===== config.mk =====
export PLATFORM = sky130hd
export DESIGN_NAME = fp16_div
export DESIGN_NICKNAME = d
export VERILOG_FILES = /design/src/rtl/fp16_div.sv
export SDC_FILE = /design/constraint.sdc
export NUM_CORES = 1
export LEC_CHECK = 0
export CAP_MARGIN = 20
export CORE_UTILIZATION = 45
export CTS_BUF_LIST = sky130_fd_sc_hd__clkbuf_4
export DETAILED_ROUTE_END_ITERATION = 8
export GPL_TIMING_DRIVEN = 0
export HOLD_SLACK_MARGIN = 0.06
export PLACE_DENSITY_LB_ADDON = 0.3
export REMOVE_ABC_BUFFERS = 1
export SYNTH_ARGS = -nofsm -noshare
export SYNTH_HDL_FRONTEND = slang
export SYNTH_SLANG_ARGS = --single-unit
export TNS_END_PERCENT = 100

===== constraint.sdc =====
create_clock -name clk -period 7.9 [get_ports clk]
set_input_delay 1.185 -clock clk [delete_from_list [all_inputs] [get_ports clk]]
set_output_delay 1.185 -clock clk [all_outputs]
set_load 0.01 [all_outputs]

===== src/rtl/fp16_div.sv =====
// rtl/fp16_div.sv - sequential binary16 divider, restoring division, truncating result
// Handshaked q = a / b with one quotient bit per cycle and one-hot class flags on q.
module fp16_div (
  input  logic        clk,
  input  logic        rst_n,
  input  logic        in_valid,
  output logic        in_ready,
  input  logic [15:0] a,
  input  logic [15:0] b,
  output logic        out_valid,
  input  logic        out_ready,
  output logic [15:0] q,
  output logic        snan,
  output logic        qnan,
  output logic        infinity,
  output logic        zero,
  output logic        subnormal,
  output logic        normal
);

  typedef enum logic [2:0] {IDLE, UNPACK, DIV, PACK, DONE} stateT;

  stateT state, nextState;

  logic [15:0]        aReg, bReg;
  logic               sign;
  logic               special;
  logic signed [6:0]  expDiff;
  logic [11:0]        rem;
  logic [10:0]        divisor;
  logic [11:0]        quot;
  logic [3:0]         cnt;
  logic [15:0]        qReg;
  logic [5:0]         classReg;

  function automatic logic [3:0] lzc11(input logic [10:0] v);
    lzc11 = 4'd11;
    for (int i = 0; i <= 10; i++) begin
      if (v[i]) lzc11 = 4'(10 - i);
    end
  endfunction

  // Returns {unbiased exponent, significand with the leading 1 at bit 10}.
  function automatic logic [17:0] normOp(input logic [14:0] x);
    logic [10:0]       raw;
    logic [3:0]        lz;
    logic signed [6:0] e;
    raw = {|x[14:10], x[9:0]};
    lz  = lzc11(raw);
    if (|x[14:10]) e = $signed({2'b00, x[14:10]}) - 7'sd15;
    else           e = -7'sd14 - $signed({3'b000, lz});
    normOp = {e, 11'(raw << lz)};
  endfunction

  // Operand classification and special-value preset
  logic              aIsNan, bIsNan, aSnan, bSnan, aQnan, bQnan;
  logic              aInf, bInf, aZero, bZero, opSign;
  logic              specialComb;
  logic [15:0]       specialQ;
  logic [5:0]        specialClass;
  logic [17:0]       aNorm, bNorm;
  logic signed [6:0] aE, bE;
  logic [10:0]       aSig, bSig;

  always_comb begin
    aIsNan = (&aReg[14:10]) && (|aReg[9:0]);
    bIsNan = (&bReg[14:10]) && (|bReg[9:0]);
    aSnan  = aIsNan && !aReg[9];
    bSnan  = bIsNan && !bReg[9];
    aQnan  = aIsNan && aReg[9];
    bQnan  = bIsNan && bReg[9];
    aInf   = (&aReg[14:10]) && !(|aReg[9:0]);
    bInf   = (&bReg[14:10]) && !(|bReg[9:0]);
    aZero  = !(|aReg[14:0]);
    bZero  = !(|bReg[14:0]);
    opSign = aReg[15] ^ bReg[15];

    specialComb  = 1'b1;
    specialQ     = 16'h0;
    specialClass = 6'b000000;
    if (aSnan || bSnan) begin
      specialQ     = aSnan ? aReg : bReg;
      specialClass = 6'b100000;
    end else if (aQnan || bQnan) begin
      specialQ     = aQnan ? aReg : bReg;
      specialClass = 6'b010000;
    end else if ((aInf && bInf) || (aZero && bZero)) begin
      specialQ     = {opSign, 5'h1F, 1'b1, 9'h02A};
      specialClass = 6'b010000;
    end else if (aInf || bZero) begin
      specialQ     = {opSign, 5'h1F, 10'h0};
      specialClass = 6'b001000;
    end else if (aZero || bInf) begin
      specialQ     = {opSign, 15'h0};
      specialClass = 6'b000100;
    end else begin
      specialComb  = 1'b0;
    end

    aNorm = normOp(aReg[14:0]);
    bNorm = normOp(bReg[14:0]);
    aE    = $signed(aNorm[17:11]);
    bE    = $signed(bNorm[17:11]);
    aSig  = aNorm[10:0];
    bSig  = bNorm[10:0];
  end

  // Result packing from the raw quotient
  logic [10:0]       packSig;
  logic [10:0]       subSig;
  logic signed [6:0] packE;
  logic [3:0]        shiftAmt;
  logic [15:0]       packQ;
  logic [5:0]        packClass;

  always_comb begin
    packSig   = quot[11] ? quot[11:1] : quot[10:0];
    packE     = quot[11] ? expDiff : expDiff - 7'sd1;
    shiftAmt  = 4'(-7'sd14 - packE);
    subSig    = packSig >> shiftAmt;
    packQ     = 16'h0;
    packClass = 6'b000000;
    if (packE < -7'sd24) begin
      packQ     = {sign, 15'h0};
      packClass = 6'b000100;
    end else if (packE < -7'sd14) begin
      packQ     = {sign, 5'h0, subSig[9:0]};
      packClass = 6'b000010;
    end else if (packE > 7'sd15) begin
      packQ     = {sign, 5'h1F, 10'h0};
      packClass = 6'b001000;
    end else begin
      packQ     = {sign, 5'(packE + 7'sd15), packSig[9:0]};
      packClass = 6'b000001;
    end
  end

  always_ff @(posedge clk) begin
    if (!rst_n) state <= IDLE;
    else        state <= nextState;
  end

  always_comb begin
    nextState = state;
    case (state)
      IDLE:    if (in_valid) nextState = UNPACK;
      UNPACK:  nextState = specialComb ? PACK : DIV;
      DIV:     if (cnt == 4'd0) nextState = PACK;
      PACK:    nextState = DONE;
      DONE:    if (out_ready) nextState = IDLE;
      default: nextState = IDLE;
    endcase
  end

  always_comb begin
    in_ready  = (state == IDLE);
    out_valid = (state == DONE);
  end

  always_ff @(posedge clk) begin
    if (!rst_n) begin
      aReg     <= 16'h0;
      bReg     <= 16'h0;
      sign     <= 1'b0;
      special  <= 1'b0;
      expDiff  <= 7'sd0;
      rem      <= 12'h0;
      divisor  <= 11'h0;
      quot     <= 12'h0;
      cnt      <= 4'd0;
      qReg     <= 16'h0;
      classReg <= 6'b000000;
    end else begin
      case (state)
        IDLE: begin
          if (in_valid) begin
            aReg <= a;
            bReg <= b;
          end
        end
        UNPACK: begin
          sign     <= opSign;
          special  <= specialComb;
          qReg     <= specialQ;
          classReg <= specialClass;
          expDiff  <= aE - bE;
          rem      <= {1'b0, aSig};
          divisor  <= bSig;
          quot     <= 12'h0;
          cnt      <= 4'd11;
        end
        DIV: begin
          // R < 2D holds throughout, so the shifted remainder never overflows 12 bits.
          if (rem >= {1'b0, divisor}) begin
            quot <= {quot[10:0], 1'b1};
            rem  <= (rem - {1'b0, divisor}) << 1;
          end else begin
            quot <= {quot[10:0], 1'b0};
            rem  <= rem << 1;
          end
          if (cnt != 4'd0) cnt <= cnt - 4'd1;
        end
        PACK: begin
          if (!special) begin
            qReg     <= packQ;
            classReg <= packClass;
          end
        end
        default: ;
      endcase
    end
  end

  assign q = qReg;
  assign {snan, qnan, infinity, zero, subnormal, normal} = classReg & {6{out_valid}};

endmodule


# --- Yosys cells after proc, flatten, opt, wreduce, memory -nomap -nowiden ---
# Cells that the tools add are included.
classes:
  addsub: 10
  magnitude_cmp: 4
  eq_ne: 9
  n_shift: 3
  n_mux: 64
  bitwise: 2
  n_reduce_logical: 38
ops:
  columns: ["op", "count"]
  rows:
  - ["$mux 16", 8]
  - ["$mux 4", 25]
  - ["$pmux 12 s2", 2]
  - ["$mux 15", 3]
  - ["$pmux 16 s2", 1]
  - ["$reduce_or 15->1", 2]
  - ["$shl 11x4->11", 2]
  - ["$mux 7", 3]
  - ["$reduce_or 10->1", 2]
  - ["$pmux 3 s5", 1]
  - ["$ge 12x11->1", 1]
  - ["$mux 12", 1]
  - ["$mux 3", 4]
  - ["$mux 6", 2]
  - ["$pmux 6 s2", 1]
  - ["$sub 5x4->6 const B", 2]
  - ["$sub 5x5->6 const A", 2]
  - ["$mux 11", 1]
  - ["$shr 11x4->10", 1]
  - ["$sub 11x11->11", 1]
  - ["$logic_and 1x1->1", 10]
  - ["$mux 5", 2]
  - ["$reduce_and 5->1", 2]
  - ["$reduce_or 5->1", 2]
  - ["other kinds (25)", 49]
totals:
  register_bits: 105
  in_bits: 36
  output_inout_bits: 24

# --- Depth between registers and ports, before layout ---
logic_depth:
  depth_word: 14
  depth_mapped: 17
  ltp_nobuf: 17

# --- Worst setup path after synthesis ---
# OpenSTA, ideal clock, no wires.
synth_path:
  path_kind: "flip-flop to flip-flop"
  from: "reg expDiff[0]"
  to: "reg qReg[4], in the netlist q[4]"
  setup_ns: 0.128
  t_arrival_ns: 3.370
  path_slack_ns: 4.402
  path_stages_with_launch: 15
  n_path_buf: 4
  cell_sequence: "dfxtp_1 buf_2 buf_1 clkbuf_1 inv_1 ha_1 nor2b_1 a21oi_1 ha_1 clkbuf_1 mux2_2 mux2_2 and3_2 o21ai_1 a21oi_1"
synth_between:
  elab_chain_cells: 8
synth_rtl:
  columns: ["element", "line", "text"]
  rows:
  - ["start, declared", "28", "logic signed [6:0] expDiff;"]
  - ["start signal, assigned", "186", "expDiff <= aE - bE;"]
  - ["$sub 7x2->7", "118", "packE = quot[11] ? expDiff : expDiff - 7'sd1;"]
  - ["$mux 7 *", "118", null]
  - ["$sub 3x4->4 or $gt 7x5->1 (tied branches)", "119, 129", null]
  - ["$shr 11x4->10 or $mux 15 (tied branches)", "120, 129", null]
  - ["$mux 15", "126", "end else if (packE < -7'sd14) begin"]
  - ["$mux 15 *", "123", "if (packE < -7'sd24) begin"]
  - ["$mux 16 *", "204", "if (!special) begin"]
  - ["$pmux 16 s2 *", "174", "case (state)"]
  - ["end signal, assigned", "184", "qReg <= specialQ;"]
  - ["end signal, assigned", "205", "qReg <= packQ;"]
  - ["end, declared", "33", "logic [15:0] qReg;"]
# Every way passes the cells marked *; elsewhere a longest branch is shown, timed or not. The select of a mux whose other input is x is not followed.
# A chain may end at the register's enable or synchronous reset.

# --- Worst setup path after layout ---
layout_path:
  from: "reg bReg[10]"
  to: "reg expDiff[5]"
layout_between:
  elab_chain_cells: 5
layout_rtl:
  columns: ["element", "line", "text"]
  rows:
  - ["start, declared", "25", "logic [15:0] aReg, bReg;"]
  - ["start signal, assigned", "163", "bReg <= 16'h0;"]
  - ["start signal, assigned", "178", "bReg <= b;"]
  - ["$reduce_or 5->1", "48, 50", null]
  - ["$mux 4", "39", "if (v[i]) lzc11 = 4'(10 - i);"]
  - ["$sub 5x5->6", "51", "else e = -7'sd14 - $signed({3'b000, lz});"]
  - ["$mux 7 *", "50", "if (|x[14:10]) e = $signed({2'b00, x[14:10]}) - 7'sd15;"]
  - ["$sub 7x7->7 *", "186", null]
# Every way passes the cells marked *; elsewhere a longest branch is shown, timed or not.

==> run metrics <==
Die H 135 um; FFs w/ async S/R, synth 0%; routability cong. 0.948; die area 18100 um^2; Max Clock Skew 0.0308 ns; Hold Slack 0.461 ns; post-synth top area share 26.6%; CP Max Fanout 11; Gate power share 69.1%; met1 Use GR 32.4%; Power Dens Cells 416 nW/um^2; grt peak-use layer met2; endpoints failing hold 0; Post-Synthesis Cells 1049; unrepaired setup endpoints after global routing false; EDFF count, synth 0; mapped cell area 7910 um^2; vias per std cell 6.08; Fmax achieved 0.234 GHz; vias in the first global route 6918; Pleak 3.26 nW; final period utilization 54.1%; CTS tree yes; Clk Tree Root Cell clkbuf_4; worst slew pin tran 1.04 ns; synthesized flop and latch total 105; Cell Chain, Critical Path inv_1 -> ha_1 -> nor4b_2 -> buf_4 -> buf_4 -> nor2b_1 -> o21ai_1 -> inv_1 -> ha_1 -> a21oi_1 -> inv_1 -> ha_1 -> nor2b_1 -> o21ai_0 -> a21oi_1 -> o21a_1 -> o21ai_0 -> nand3b_1 -> a21oi_1; 1st-iter DRT viols 724; DRC Markers 0; per-cell routed wire length 17.2 um; GRT Total Usage 24.3%; cts hold-fix bufs 0; Reg power frac 23.1%; post-route ant nets 0; DP HPWL 16000 um; H-Tree Depth 3; Pint 1.81 mW; port buffer count 59; postcts setup bufs 0; routed vias 7776; Slowest-stage cell, CP dfxtp_1; clock-pin slew on the worst setup and hold paths 0.17 ns; Clk Latency, worst-skew pair 0.51 ns; Final Max Slew Viols 0; critical setup path kind register to register; Net Sw Power 1.87 mW; critical path arrival 4.73 ns; Slew headroom 30.2%; Final min period 4.27 ns; grt ovf 0; VDD IR max 252 uV; critical path buffer and inverter count 5; status completed; Post-CTS Resized 0; crit end category register; Syn. warnings 0; syn avg cell area 7.54 um^2; first-pass GRT wire length 35200 um; net count reported at finish 1116; synth top area cells dfxtp_1, nand2_1, a21oi_1, ha_1, nor2_1; most common cell after layout, fill and taps aside nand2_1; met3 Track Usage GR 4.28%; Die Span X 135 um; most frequent cells in the layout nand2_1, dfxtp_1, nor2_1, a21oi_1, clkdlybuf4s50_1; Max Cap Viol 0; Final Cell Area 8830 um^2; antenna violations before repair 1; CP peak stage delay 0.42 ns; placed cell area 8570 um^2; final setup TNS 0 ns; drt total wl 22000 um; I/O pin count 60; hold crit path type register to register; Core Region 17200 um^2; Sw Share 50.8%; Distinct cells, synth 87; M2 GR Usage 39.8%; Initial Utilization 45.9%; layout cells sized above 1 7.89%; FP Rows 48; Pre-antenna DRT Iters 6; critical path required time 8.35 ns; post-synthesis sequential area ratio 26.6%; Clock Power Share 7.8%; dominant synthesized flop cell dfxtp_1; worst-case clock buffer depth 2; Yosys top cell by area dfxtp_1; largest net degree at the start of global routing 47; Top delay family on crit path compound AO/OA/AOI/OAI gates; clock buffer count from CTS 9; crit start category register; P&R area growth vs syn 11.7%; CTS Sinks 105; Final setup viols 0
## per-stage QoR
step	power [mW]	setup slack (ns)	util [%]	instances
after floorplan	2.61	3.15	-	964
after global placement	3.21	1.86	48.9	1248
after detailed placement	3.29	3.66	49.7	1255
after CTS	3.58	3.62	50.5	1271
after global routing	3.96	3.28	51.2	1278
final	3.67	3.63	51.2	1278
## flip-flops by register name, summed over array words and instances, names as in the netlist
name	cells
aReg	16
bReg	16
classReg	6
cnt	4
divisor	11
expDiff	7
q	16
quot	12
rem	12
sign	1
special	1
state	3
## worst reg2reg max path, stage by stage, from the launching register on
cell	delay, ns
dfxtp_1	0.42
inv_1	0.09
ha_1	0.14
nor4b_2	0.39
buf_4	0.27
buf_4	0.18
nor2b_1	0.30
o21ai_1	0.26
inv_1	0.24
ha_1	0.26
a21oi_1	0.25
inv_1	0.08
ha_1	0.27
nor2b_1	0.12
o21ai_0	0.23
a21oi_1	0.13
o21a_1	0.20
o21ai_0	0.14
nand3b_1	0.11
a21oi_1	0.17
## Yosys cell counts (all sizes together) (8+ instances only)
master    n
nand2   143
dfxtp   105
nor2    100
a21oi    86
clkbuf   70
o21ai    50
inv      41
mux2i    35
ha       31
nor3     26
a22oi    21
mux2     21
nand3    20
a211oi   19
nand2b   16
nor2b    16
buf      15
a221oi   14
a31oi    14
xnor2    14
and2     13
and3     11
nand3b   10
nor4     10
o211ai   10
nand4     8
o21a      8
xor2      8
## worst paths after layout
path,from,cells after the start,end,slack [ns]
worst max register to register,bReg[10]$_SDFFE_PN0P_,19,expDiff[5]$_SDFFE_PN0P_,3.63
worst min register to register,classReg[1]$_SDFFE_PN0P_,2,classReg[1]$_SDFFE_PN0P_,0.46
worst min-delay path,classReg[1]$_SDFFE_PN0P_,2,classReg[1]$_SDFFE_PN0P_,0.46
worst max-delay path,bReg[10]$_SDFFE_PN0P_,19,expDiff[5]$_SDFFE_PN0P_,3.63
## power groups by stage
stage	logic, mW	registers, mW	clock network (mW)
finish	2.54	0.849	0.286
global route	2.78	0.870	0.312
CTS	2.43	0.860	0.291
detailed placement	2.42	0.872	0
global placement	2.34	0.869	0
floorplan	1.79	0.819	0
## cell families after synthesis
family                     Yosys count  share of synthesized area [%]
buffers and inverters              126                           6.36
DFF                                105                           26.6
AOI/OAI and AO/OA                  308                           26.7
muxes                               57                           7.71
and+or+nand+nor                    397                           24.5
xor gates and xnor gates            23                           2.72
adders and majority gates           33                           5.41
## per-layer routing
metal | vias to the layer above | part of all wire [%]
met5 | - | 0
met4 | 0 | 1.9
met3 | 36 | 6.8
met2 | 305 | 47
met1 | 3640 | 45
li1 | 3795 | -
## area by class of cell
type / count / area, um^2
Fill cell: 1690 / 8400
Multi-Input combinational cell: 818 / 5330
Sequential cell: 105 / 2100
Timing Repair Buffer: 72 / 832
Tap cell: 225 / 282
Inverter: 41 / 154
Clock inverter: 7 / 68.8
Clock buffer: 9 / 67.6
Antenna cell: 1 / 2.50
No activity file was read; power rests on OpenSTA's default activity.
==> patch 1: new RTL, config.mk and constraints unchanged <==
Re-encode `stateT` (5 states) as Gray code, 3 bits wide.
--- a/src/rtl/fp16_div.sv
+++ b/src/rtl/fp16_div.sv
@@ -18,7 +18,7 @@
   output logic        normal
 );
 
-  typedef enum logic [2:0] {IDLE, UNPACK, DIV, PACK, DONE} stateT;
+  typedef enum logic [2:0] {IDLE = 3'b000, UNPACK = 3'b001, DIV = 3'b011, PACK = 3'b010, DONE = 3'b110} stateT;
 
   stateT state, nextState;
 
Function: no difference found for any inputs over 4 cycles, from zero or initial values and one cycle with rst_n low; so few cycles prove little.
==> patch 1 against the original RTL <==
- fmax grew 5.0%
- global-route usage grew 0.39 points
- sequential cell count is the same
- power shrank 35%
- worst setup slack gained 200 ps
- cell area shrank 0.28%
- hold slack gained 0.74 ps
- count of clock-buffer cells in the layout is the same
- wire length shrank 0.17%
- largest power group unchanged
- synthesized area grew 0.93%
==> patch 1: results <==
set metrics [dict create \
    synth_mux_area_share_pct 8.97 \
    n_all_buffers 69 \
    drt_iter0_markers 710 \
    grt_util_all_layers_pct 24.7 \
    clock_power_share_pct 11.1 \
    slew_headroom_pct 24.9 \
    ys_seq_area_share_pct 26.3 \
    synth-compound-area-share_pct 25.8 \
    nMultiInputCombCells 830 \
    seq_power_share_pct 29.5 \
    cp_max_fo 12 \
    wl_met1_um 10300 \
    met1_usage_pct 34.2 \
    die_width_um 135 \
    drive_above_1_share_pct 7.62 \
    drt_first_pass_iters 5 \
    antenna_cells 0 \
    synth_fa_ha_area_share_pct 5.36 \
    dp_slack_ps 3880 \
    wl_per_cell_um 17.0 \
    p_leak_nw 3.08 \
    grtUsageMet2_pct 38.9 \
    nonClockInverterCount 43 \
    final_util_pct 50.9 \
    powerClk_mw 0.266 \
    routed_wl_um 21900 \
    clk_share_pct 1.39 \
    grt_pass1_vias 6908 \
    status "finished clean" \
    buffer_area_share_pct 8.68 \
    worst_clock_skew_ps 23.7 \
    p_sw_mw 1.15 \
    clk_latency_ps 530 \
    crit_path_max_incr_delay_ps 530 \
    yosys-top-cells-area "dfxtp_1 (26%), nand2_1 (7.4%), a21oi_1 (6.6%), mux2i_1 (5.6%), ha_1 (4.9%)" \
    met3_usage_pct 4.64 \
    synth_xor_area_share_pct 3.47 \
    grt_max_degree 43 \
    route.met3.wl_um 1160 \
    crit_slowest_cell "o21a_1" \
    gp_congestion 0.967 \
    grt_pass1_wl_um 35900 \
    yosysUniqueCellTypes 88 \
    dpl.hpwl_um 16400 \
    vias 7750 \
    antenna_found_initial 0 \
    synthTopCellsByCount "nand2_1 (157), a21oi_1 (105), dfxtp_1 (105), nor2_1 (79), clkbuf_1 (63)" \
    postSynthAreaPerCell_um2 7.51 \
]
patch 1: cell types whose count changed after synthesis, moves of 10 or more:
cell and change:
a221oi_1 -10, nor2_1 -20, a21oi_1 +19, nand3_1 +18, mux2i_1 +10, nand2_1 +14, a22oi_1 -10
patch 1: worst register-to-register path, stage by stage, from the launching register on:
cell	delay, ps
dfxtp_1	510
inv_1	120
ha_1	220
nor4b_2	180
buf_4	200
o21ai_1	180
o21a_1	530
inv_1	130
ha_1	320
a21oi_1	240
inv_1	80
ha_1	270
nor2b_1	130
o21ai_0	220
a21oi_1	120
o21a_1	190
o21ai_0	150
nand3b_1	110
a21oi_1	140
patch 1: path summary, 6_finish.rpt:
| path | from | to | slack [ps] | cells after the start |
|---|---|---|---|---|
| hold reg to reg | classReg[1] | classReg[1] | 460 | 2 |
| setup / recovery | bReg[10] | expDiff[5] | 3830 | 18 |
| hold / removal | classReg[1] | classReg[1] | 460 | 2 |
| setup reg to reg | bReg[10] | expDiff[5] | 3830 | 18 |
==> patch 2: new RTL, config.mk and constraints unchanged <==
Without the edit above. Make the reset (`rst_n`) asynchronous in 2 clocked blocks.
--- a/src/rtl/fp16_div.sv
+++ b/src/rtl/fp16_div.sv
@@ -135,7 +135,7 @@
     end
   end
 
-  always_ff @(posedge clk) begin
+  always_ff @(posedge clk or negedge rst_n) begin
     if (!rst_n) state <= IDLE;
     else        state <= nextState;
   end
@@ -157,7 +157,7 @@
     out_valid = (state == DONE);
   end
 
-  always_ff @(posedge clk) begin
+  always_ff @(posedge clk or negedge rst_n) begin
     if (!rst_n) begin
       aReg     <= 16'h0;
       bReg     <= 16'h0;
Formal check against the unedited RTL: differs if rst_n is asserted again (counterexample within 4 cycles, from zero or initial values and one cycle with rst_n low); with rst_n held inactive, the same outputs for 4 cycles.
==> patch 2 against the original RTL <==
- critical path depth decreased by 8
- sequential share of layout area increased by 5.7 points
- synthesized area increased by 1.3%
- die area increased by 1.3%
- cell area increased by 0.85%
- count of clock-buffer cells in the layout increased by 3
- power increased by 7.5%
- worst setup slack got worse by 84 ps
- non-clock buffer count decreased by 4
- wire length increased by 0.35%
- sequential cell count unchanged
==> patch 2: results <==
set metrics [dict create \
    yosys-top-cells-area "dfrtp_1 (33%), nand2_1 (5.2%), ha_1 (4.8%), a21oi_1 (3.7%), o21ai_0 (3.5%)" \
    worst_clock_skew_ps 26.1 \
    min-delay-start "classReg[1]" \
    routed_wl_um 22100 \
    gp_congestion 0.931 \
    hold_end "classReg[1]" \
    synthFlopType "dfrtp_1" \
    grt_pass1_wl_um 36000 \
    synth_xor_area_share_pct 3.17 \
    yosys.area.top_type_share_pct 32.8 \
    drive_above_1_share_pct 8.17 \
    nNetsFinal 1032 \
    status "finished clean" \
    dpl.hpwl_um 16500 \
    slew_headroom_pct 28.5 \
    arrival_ps 4790 \
    rr_worst_depth 11 \
    r2r-start "expDiff[0]" \
    synthTopCellsByCount "nand2_1 (110), dfrtp_1 (105), a21oi_1 (59), nor2_1 (59), o21ai_0 (56)" \
    cp_max_fo 23 \
    routed_via_density 6.20 \
    vdd_drop_max_uv 221 \
    drt_first_pass_iters 5 \
    grt_util_all_layers_pct 25.1 \
    grt_max_degree 57 \
    ys_seq_area_share_pct 32.8 \
    rrSetupSlack_ps 3540 \
    synth_mux_area_share_pct 6.26 \
    drt_iter0_markers 695 \
    synthArstFlopShare_pct 100 \
    timing.rr.end "q[1]" \
]
[patch 2: changes by cell type after synthesis, moves of 10 or more]
cell | unedited run | this run
dfrtp_1 | 0 | 105
nand2_1 | 143 | 110
dfxtp_1 | 105 | 0
o21ai_0 | 45 | 56
a21oi_1 | 86 | 59
nor2_1 | 99 | 59
a22o_1 | 1 | 14
a221o_1 | 0 | 10
mux2i_1 | 35 | 22
clkbuf_1 | 70 | 45
[patch 2: metrics by stage]
step | cells | hold WS (ps) | area [um^2] | setup WS, ps
6_report | 1193 | 493 | 8910 | 3540
3_3_place_gp | 1168 | 455 | 8640 | 1560
4_1_cts | 1189 | 496 | 8870 | 3600
3_5_place_dp | 1174 | 458 | 8760 | 3640
2_1_floorplan | 884 | 438 | 7770 | 3840
5_1_grt | 1193 | 516 | 8910 | 3230
[patch 2: kinds of logic after synthesis]
| group | count (synthesis) |
|---|---|
| AND/OR/NAND/NOR | 310 |
| XOR/XNOR | 29 |
| AO/OA/AOI/OAI | 314 |
| buffers and inverters | 109 |
| adder cells (fa/ha/maj) | 33 |
| flip-flops | 105 |
| multiplexers | 44 |
[patch 2: layout make-up]
class                   instances  area, um^2
flip-flops and latches        105        2630
well taps                     225         282
fillers                      1656        8450
inverters                      49         189
multi-input cells             730        4970
diodes                          1        2.50
repair buffers                 68         724
clock buffers                  12        90.1
clock inverters                 3        18.8
[patch 2: metal layers]
metal | share of wire, % | GRT usage (%) | up-vias
li1 | - | - | 3558
met1 | 47 | 35.3 | 3543
met2 | 45 | 38.5 | 257
met3 | 5.3 | 4.15 | 42
met4 | 2.7 | 9.05 | 0
met5 | 0 | 0 | -
[patch 2: worst max-delay path by stage]
stage	start	to	slack [ps]	depth (start not counted)
detailed placement	expDiff[0]	q[1]	3640	11
CTS	expDiff[0]	q[1]	3600	11
global placement	rst_n	aReg[9]	1560	1
floorplan	bReg[10]	expDiff[5]	3840	17
global route	expDiff[0]	q[1]	3230	11
finish	expDiff[0]	q[1]	3540	11
[patch 2: critical path, cell delays in order, from the launching register on]
cell	delay, ps
dfrtp_1	870
clkinv_1	500
ha_1	480
nand2_1	60
and2_1	200
ha_1	730
inv_1	190
o31ai_1	530
a221oi_1	190
mux2i_1	210
a31oi_1	130
a31oi_1	180
[patch 2: where the power goes]
part           internal, mW  switching (mW)
Sequential            0.756           0.404
Clock                0.0728           0.178
Combinational          1.09            1.44
